<file path="src/rtl/frame_serializer.sv">
// -----------------------------------------------------------------------------
// frame_serializer
//
// Transmit-side byte framer. Parallel bytes arrive over a valid/ready
// handshake into a one-entry holding buffer. Each group of FRAME_LEN data
// bytes is preceded by the SYNC byte, and the whole frame is shifted out
// MSB-first on ser_out, one bit per ser_clk. If the next frame's first byte
// is already buffered when a frame ends, the next frame follows with no gap.
//
// Parameters
//   N          bits per byte (shift register / bit counter width)
//   SYNC       sync byte value sent at the start of every frame
//   FRAME_LEN  data bytes per frame, 1..255
//
// Ports
//   ser_clk      in   serial bit clock, all state updates on its rising edge
//   reset_n      in   asynchronous active-low reset
//   par_in       in   data byte offered by the source
//   par_valid    in   par_in is valid
//   par_ready    out  holding buffer empty; transfer on valid && ready
//   ser_out      out  serial data, MSB-first
//   byte_strobe  out  high during the first bit cycle of every byte sent
//   sync_active  out  high during the N cycles of every sync byte
//   underrun     out  one-cycle pulse when a frame is aborted for lack of data
// -----------------------------------------------------------------------------
module frame_serializer #(
    parameter int N         = 8,
    parameter int SYNC      = 171,
    parameter int FRAME_LEN = 4
) (
    input  logic         ser_clk,
    input  logic         reset_n,
    input  logic [N-1:0] par_in,
    input  logic         par_valid,
    output logic         par_ready,
    output logic         ser_out,
    output logic         byte_strobe,
    output logic         sync_active,
    output logic         underrun
);

    localparam int BIT_W  = (N > 1) ? $clog2(N) : 1;
    localparam int BYTE_W = (FRAME_LEN > 1) ? $clog2(FRAME_LEN) : 1;

    localparam logic [N-1:0]      SYNC_BYTE = N'(SYNC);
    localparam logic [BIT_W-1:0]  LAST_BIT  = BIT_W'(N - 1);
    localparam logic [BYTE_W-1:0] LAST_BYTE = BYTE_W'(FRAME_LEN - 1);

    typedef enum logic [1:0] {
        ST_IDLE,
        ST_SYNC,
        ST_DATA
    } state_t;

    state_t            r_state;
    logic [N-1:0]      r_buf;
    logic              r_buf_full;
    logic [N-1:0]      r_shreg;
    logic [BIT_W-1:0]  r_bit_cnt;
    logic [BYTE_W-1:0] r_byte_cnt;
    logic              r_underrun;

    state_t            w_state_nxt;
    logic [N-1:0]      w_shreg_nxt;
    logic [BIT_W-1:0]  w_bit_cnt_nxt;
    logic [BYTE_W-1:0] w_byte_cnt_nxt;
    logic              w_underrun_nxt;
    logic              w_drain;
    logic              w_accept;
    logic              w_last_bit;
    logic              w_last_byte;

    // An accept needs an empty buffer, so it can never coincide with a drain.
    assign w_accept    = par_valid && !r_buf_full;
    assign w_last_bit  = (r_bit_cnt == LAST_BIT);
    assign w_last_byte = (r_byte_cnt == LAST_BYTE);

    // -------------------------------------------------------------------------
    // FSM state register
    // -------------------------------------------------------------------------
    // NOTE: clocked state uses non-blocking assignments so every register
    // samples the pre-edge values of the others, independent of block order.
    always_ff @(posedge ser_clk or negedge reset_n) begin
        if (!reset_n) begin
            r_state <= ST_IDLE;
        end else begin
            r_state <= w_state_nxt;
        end
    end

    // -------------------------------------------------------------------------
    // Next-state and datapath control
    // -------------------------------------------------------------------------
    // NOTE: every signal gets a default before the case so no path leaves
    // one unassigned, which would otherwise infer a latch.
    always_comb begin
        w_state_nxt    = r_state;
        w_shreg_nxt    = {r_shreg[N-2:0], 1'b0};
        w_bit_cnt_nxt  = r_bit_cnt + BIT_W'(1);
        w_byte_cnt_nxt = r_byte_cnt;
        w_underrun_nxt = 1'b0;
        w_drain        = 1'b0;

        unique case (r_state)
            ST_IDLE: begin
                // Line held at 0 and counters parked until a byte is buffered.
                w_shreg_nxt    = '0;
                w_bit_cnt_nxt  = '0;
                w_byte_cnt_nxt = '0;
                if (r_buf_full) begin
                    w_shreg_nxt = SYNC_BYTE;
                    w_state_nxt = ST_SYNC;
                end
            end

            ST_SYNC: begin
                // Entry to SYNC always has a byte waiting, so no underrun here.
                if (w_last_bit) begin
                    w_shreg_nxt    = r_buf;
                    w_bit_cnt_nxt  = '0;
                    w_byte_cnt_nxt = '0;
                    w_drain        = 1'b1;
                    w_state_nxt    = ST_DATA;
                end
            end

            ST_DATA: begin
                if (w_last_bit) begin
                    w_bit_cnt_nxt = '0;
                    if (!w_last_byte) begin
                        if (r_buf_full) begin
                            w_shreg_nxt    = r_buf;
                            w_byte_cnt_nxt = r_byte_cnt + BYTE_W'(1);
                            w_drain        = 1'b1;
                        end else begin
                            // Mid-frame starvation: abandon the frame.
                            w_underrun_nxt = 1'b1;
                            w_shreg_nxt    = '0;
                            w_byte_cnt_nxt = '0;
                            w_state_nxt    = ST_IDLE;
                        end
                    end else if (r_buf_full) begin
                        // Next frame's first byte is ready: chain without a gap.
                        w_shreg_nxt    = SYNC_BYTE;
                        w_byte_cnt_nxt = '0;
                        w_state_nxt    = ST_SYNC;
                    end else begin
                        w_shreg_nxt    = '0;
                        w_byte_cnt_nxt = '0;
                        w_state_nxt    = ST_IDLE;
                    end
                end
            end

            default: begin
                w_shreg_nxt    = '0;
                w_bit_cnt_nxt  = '0;
                w_byte_cnt_nxt = '0;
                w_state_nxt    = ST_IDLE;
            end
        endcase
    end

    // -------------------------------------------------------------------------
    // Datapath registers
    // -------------------------------------------------------------------------
    always_ff @(posedge ser_clk or negedge reset_n) begin
        if (!reset_n) begin
            r_shreg    <= '0;
            r_bit_cnt  <= '0;
            r_byte_cnt <= '0;
            r_underrun <= 1'b0;
            r_buf_full <= 1'b0;
        end else begin
            r_shreg    <= w_shreg_nxt;
            r_bit_cnt  <= w_bit_cnt_nxt;
            r_byte_cnt <= w_byte_cnt_nxt;
            r_underrun <= w_underrun_nxt;
            if (w_accept) begin
                r_buf_full <= 1'b1;
            end else if (w_drain) begin
                r_buf_full <= 1'b0;
            end
        end
    end

    // NOTE: the holding buffer's contents need no reset; r_buf_full alone
    // decides whether they mean anything, and reset clears that flag.
    always_ff @(posedge ser_clk) begin
        if (w_accept) begin
            r_buf <= par_in;
        end
    end

    // -------------------------------------------------------------------------
    // Outputs
    // -------------------------------------------------------------------------
    assign par_ready   = !r_buf_full;
    assign ser_out     = r_shreg[N-1];
    assign byte_strobe = (r_state != ST_IDLE) && (r_bit_cnt == '0);
    assign sync_active = (r_state == ST_SYNC);
    assign underrun    = r_underrun;

endmodule

</file>
<file path="config.mk">
export PLATFORM = sky130hd
export DESIGN_NAME = frame_serializer
export DESIGN_NICKNAME = d
export VERILOG_FILES = /design/src/rtl/frame_serializer.sv
export SDC_FILE = /design/constraint.sdc
export NUM_CORES = 1
export LEC_CHECK = 0
export ABC_AREA = 1
export BUFFER_PORTS_ARGS = -buffer_cell sky130_fd_sc_hd__buf_4
export CORE_UTILIZATION = 57
export CTS_BUF_LIST = sky130_fd_sc_hd__clkbuf_8
export CTS_CLUSTER_DIAMETER = 30
export CTS_CLUSTER_SIZE = 24
export DETAILED_ROUTE_END_ITERATION = 10
export PLACE_DENSITY_LB_ADDON = 0.12
export REMOVE_ABC_BUFFERS = 1
export SLEW_MARGIN = 10
export SYNTH_ARGS = -nofsm -noshare
export SYNTH_HDL_FRONTEND = slang
export SYNTH_SLANG_ARGS = --single-unit
</file>
<file path="constraint.sdc">
create_clock -name ser_clk -period 4.65 [get_ports ser_clk]
set_clock_uncertainty 0.15 [all_clocks]
set_input_delay 0 -clock ser_clk [delete_from_list [all_inputs] [get_ports ser_clk]]
set_output_delay 0 -clock ser_clk [all_outputs]
set_load 0.01 [all_outputs]
</file>
After elaboration in Yosys (flattened, before gate mapping)
Cells that the tools add are included.

storage, ports and cells
  input bits = 11
  word-level logic and storage cells = 58
  bits in registers = 25

cells by class
  reductions and logical operators = 10
  equal/unequal tests = 8
  muxes and demuxes = 31
  add/sub/neg operators = 2

operators by type and width
  kind                 count
  $mux 8               5
  $pmux 8 s3           1
  $mux 2               9
  $mux 1               11
  $mux 3               2
  $pmux 2 s3           1
  $eq 2x2->1 const B   2
  $ne 2x2->1 const B   2
  $pmux 2 s2           1
  $reduce_and 4->1     1
  $reduce_bool 2->1    2
  $add 3x1->3 const B  1
  $eq 3x3->1 const B   1
  $logic_not 3->1      1
  $ne 3x3->1 const B   1
  $add 2x1->2 const B  1
  $eq 2x1->1 const B   1
  $logic_and 1x1->1    2
  $logic_not 2->1      1
  $ne 2x1->1 const B   1
  $pmux 1 s2           1
  $reduce_and 2->1     1
  $reduce_or 2->1      1
  $logic_not 1->1      1

Logic depth before layout (Yosys ltp)
  word-level depth = 6
  mapped depth = 9

Worst setup path after synthesis
Ideal clock, no wire load.

  path kind = register to register
  start = register r_bit_cnt[0]
  end = register r_shreg[2]
  buffers on the path = 1
  clock period less this slack = 1515 ps
  slack = 3135 ps
  cell stages (with the launch flop) = 9
  arrival time = 1288 ps
  path through = dfrtp_1 -> ha_1 -> ha_1 -> buf_2 -> inv_1 -> nand2_1 -> nand2_1 -> nand2_1 -> a21oi_1

on the way
  longest elaborated chain between the ends = 3

ends and longest elaborated chain
  what                              RTL line  source
  start, declared                   59        logic [BIT_W-1:0] r_bit_cnt;
  start signal, assigned            176       r_bit_cnt <= w_bit_cnt_nxt;
  $eq 3x3->1 *                      75        assign w_last_bit = (r_bit_cnt == LAST_BIT);
  $mux 8, on equally long branches  128, 118
  $pmux 8 s3 *                      104       unique case (r_state)
  named net w_shreg_nxt[2]          64        logic [N-1:0] w_shreg_nxt;
  end signal, assigned              175       r_shreg <= w_shreg_nxt;
  end, declared                     58        logic [N-1:0] r_shreg;

The timed path passes the listed nets; every way through them passes the cells marked *.
A chain may end at the register's enable or synchronous reset.

Worst setup path in the final report
  start = register r_bit_cnt[0]
  end = register r_state[1]

on the way
  longest elaborated chain between the ends = 3

ends and longest elaborated chain
  what                                                       RTL line  source
  $eq 3x3->1 *                                               75
  $ne 2x2->1 (no source line) or $ne 2x1->1 (tied branches)  --
  $reduce_and 4->1 (no source line) *                        --
  end signal, assigned                                       87        r_state <= w_state_nxt;
  end, declared                                              55        state_t r_state;

Every way passes the cells marked *; elsewhere a longest branch is shown, timed or not.

==> flow_summary_export.csv <==
group,metric,value,unit
outcome,outcome,"complete, no violations",
timing,hold_viol,0,
timing,tns,0,ps
cts,cts_root_buf,"clkbuf_8",
setup_path,crit_path_max_fanout,11,
final_layout,diodes,0,
power,p_leak,0.7809,nW
drt,vias,1119,
yosys,synthTopCellsByCount,"38 x nand2_1, 25 x nor2_1, 19 x inv_1",
power,peakVddDrop,390.7,uV
cts,clkLatencyLatePin,270,ps
yosys,synth_edf_count,8,
drt,viasPerCell,5.354,
yosys,ys_ff_latch,25,
cts,htreeDepth,1,
final_layout,multi_input_area,560.5,um2
setup_path,crit_type,"reg2reg",
placed_design,place_congestion,0.8894,
final_layout,fillerInstances,169,
hold_path,hold_class,"in2reg",
setup_path,worstPathArrival,1970,ps
cts,clk_pin_slew_worst_paths,90,ps
final_layout,drive_gt1_share,11.60,%
drt,drc,0,
floorplan,pin_count,16,
final_layout,regArea,665.6,um2
drt,post_drt_wl_per_cell,13.10,um
timing,relSlewSlack,46.53,%
cts,cts_sinks,25,
cts,cts_made_buffers,3,
global_route,grt_max_degree,18,
global_route,first_global_vias,1129,
placed_design,hpwl,1919,um
run,maxCapViolCount,0,
power,seqPwrFrac,40.7,%
floorplan,num_rows,17,
drt,wl,2738,um
power,p_comb_share,43.6,%
yosys,synthCells,157,
yosys,yosysWarnings,0,
floorplan,dieHeight,50.44,um
power,power.share.clock,15.7,%
final_layout,syn_to_final_growth,19.74,%
final_layout,nNetsFinal,202,
timing,rsz0062_at_grt,"no",
global_route,grt_usage,26.26,%
yosys,ys_top_cells_by_area,"dfrtp_1 32%, edfxtp_1 18%, nand2_1 11%",
cts,post_cts_buffers,0,
yosys,synth_cell_types,21,
yosys,syn_area_per_cell,8.519,um2
cts,clock_path_buffers,2,
placed_design,numPortBuffers,15,
setup_path,cp-end-kind,"flop",
power,p_per_area,513.3,nW/um2
global_route,grt_remaining_overflow,0,
drt,postRouteAntennaNets,0,
yosys,synth_flop_cell,"dfrtp_1",
power,cellInternalPower,0.0005011,W
timing,layout_min_cycle_time,1900,ps
floorplan,start_util,60.46,%
cts,cts_tree,"done",
yosys,ys_seq_area_share,49.77,%
setup_path,worstPathRequired,4720,ps
timing,setup_viol,0,
timing,worst_slew_pin_slew,799.4,ps
timing,slew_viol_final,0,
yosys,synth_area_leader_cell,"dfrtp_1",
floorplan,die-area,2544,um2
floorplan,core,2212,um2
drt,drt_iter0_drc,29,
yosys,yosys.cell_count.top_type,"nand2_1",
yosys,async_reset_ff_share,68.00,%
setup_path,cp-start-kind,"flop",
yosys,synth_top_area_share,31.81,%
power,p_sw_share,39.04,%
timing,fmax,0.5264,GHz
global_route,grt_pass1_wl,4816,um
yosys,syn-cell-area,1338,um2
drt,firstDrtPassIters,4,
timing,whs,294.2,ps
global_route,antenna_found_initial,0,
power,p_switching,0.0003210,W
power,total_power,0.0008220,W
floorplan,die_x,50.44,um
timing,fin_crit_sh,40.85,%
==> registers in the layout, summed over array words and instances, names as in the netlist <==
register    count
r_buf           8
r_shreg         8
r_bit_cnt       3
r_byte_cnt      2
r_state         2
r_buf_full      1
underrun        1
==> repair_timing <==
item,4_1_cts,5_1_grt
hold buffers,11,0
endpoints found under the setup margin,0,0
hold endpoints to repair,26,0
gates resized for setup,0,0
==> worst paths after layout <==
check,startpoint,to,slack (ps),cells past startpoint
worst max register to register,r_bit_cnt[0],r_state[1],2750,8
worst min-delay path,par_in[4],r_buf[4],290,2
worst min register to register,r_bit_cnt[0],r_bit_cnt[0],320,1
max in group asynchronous,reset_n,r_shreg[3],3120,3
min in group asynchronous,reset_n,r_byte_cnt[1],730,3
worst max-delay path,r_bit_cnt[0],r_state[1],2750,8
==> layout by cell type (no fill, tap or decap) <==
master         instances
o211ai_1               1
edfxtp_1               8
nand3_1                9
dfrtp_1               17
o21bai_1               3
nor2_4                 1
nor2_1                25
buf_4                 15
nor3_1                 1
o21ai_0                5
ha_1                   9
mux2i_1                1
clkbuf_8               3
clkinv_2               1
nand4_1                3
dlygate4sd3_1         11
inv_1                 19
o21ai_1                1
a21oi_1                9
nand2_1               38
o21ai_4                1
==> worst max-delay path, cell delays in order, from the launching register on <==
cell	delay [ps]
dfrtp_1	380
ha_1	200
ha_1	410
inv_1	250
o21ai_4	130
nand2_1	70
nor2_1	120
nand2_1	70
nand2_1	60
==> metal layers <==
layer,part of all wire [%],track usage [%],vias up,wire (um)
met5,0,0,-,0
met4,2.5,18.52,0,68
met3,6.0,4.242,8,164
met2,49,41.56,50,1335
met1,43,32.54,515,1169
li1,-,-,546,-
==> cell families after synthesis <==
group	count (synthesis)	synth area share, %
flip-flops	25	49.77
multiplexers	1	0.7484
AO/OA/AOI/OAI	20	9.073
adder cells (fa/ha/maj)	9	8.419
AND/OR/NAND/NOR	77	23.67
buffers and inverters	25	8.325
==> per-stage QoR <==
stage	cell area [um2]	setup slack [ps]	utilization (%)	instances
after floorplan	1297	3058	-	151
after global placement	1445	2863	65.33	194
after detailed placement	1445	2787	65.33	194
after CTS	1602	2773	72.40	209
after global routing	1602	2625	72.40	209
final	1602	2750	72.40	209
==> area by class of cell <==
type                       count  area share, %
sequential                    25          41.56
multi-input combinational    107          35.00
timing repair buffer          26          13.91
inverter                      19          4.453
clock buffer                   3          2.578
tap                           28          2.187
clock inverter                 1         0.3125
==> power by group through the flow <==
stage,Combinational [W],Sequential [W],Clock (W)
global route,0.000413,0.000343,0.000142
finish,0.000359,0.000335,0.000129
CTS,0.000358,0.000335,0.000130
floorplan,0.000255,0.000330,0
detailed placement,0.000351,0.000338,0
global placement,0.000340,0.000337,0
(Power assumes the default switching activity.)
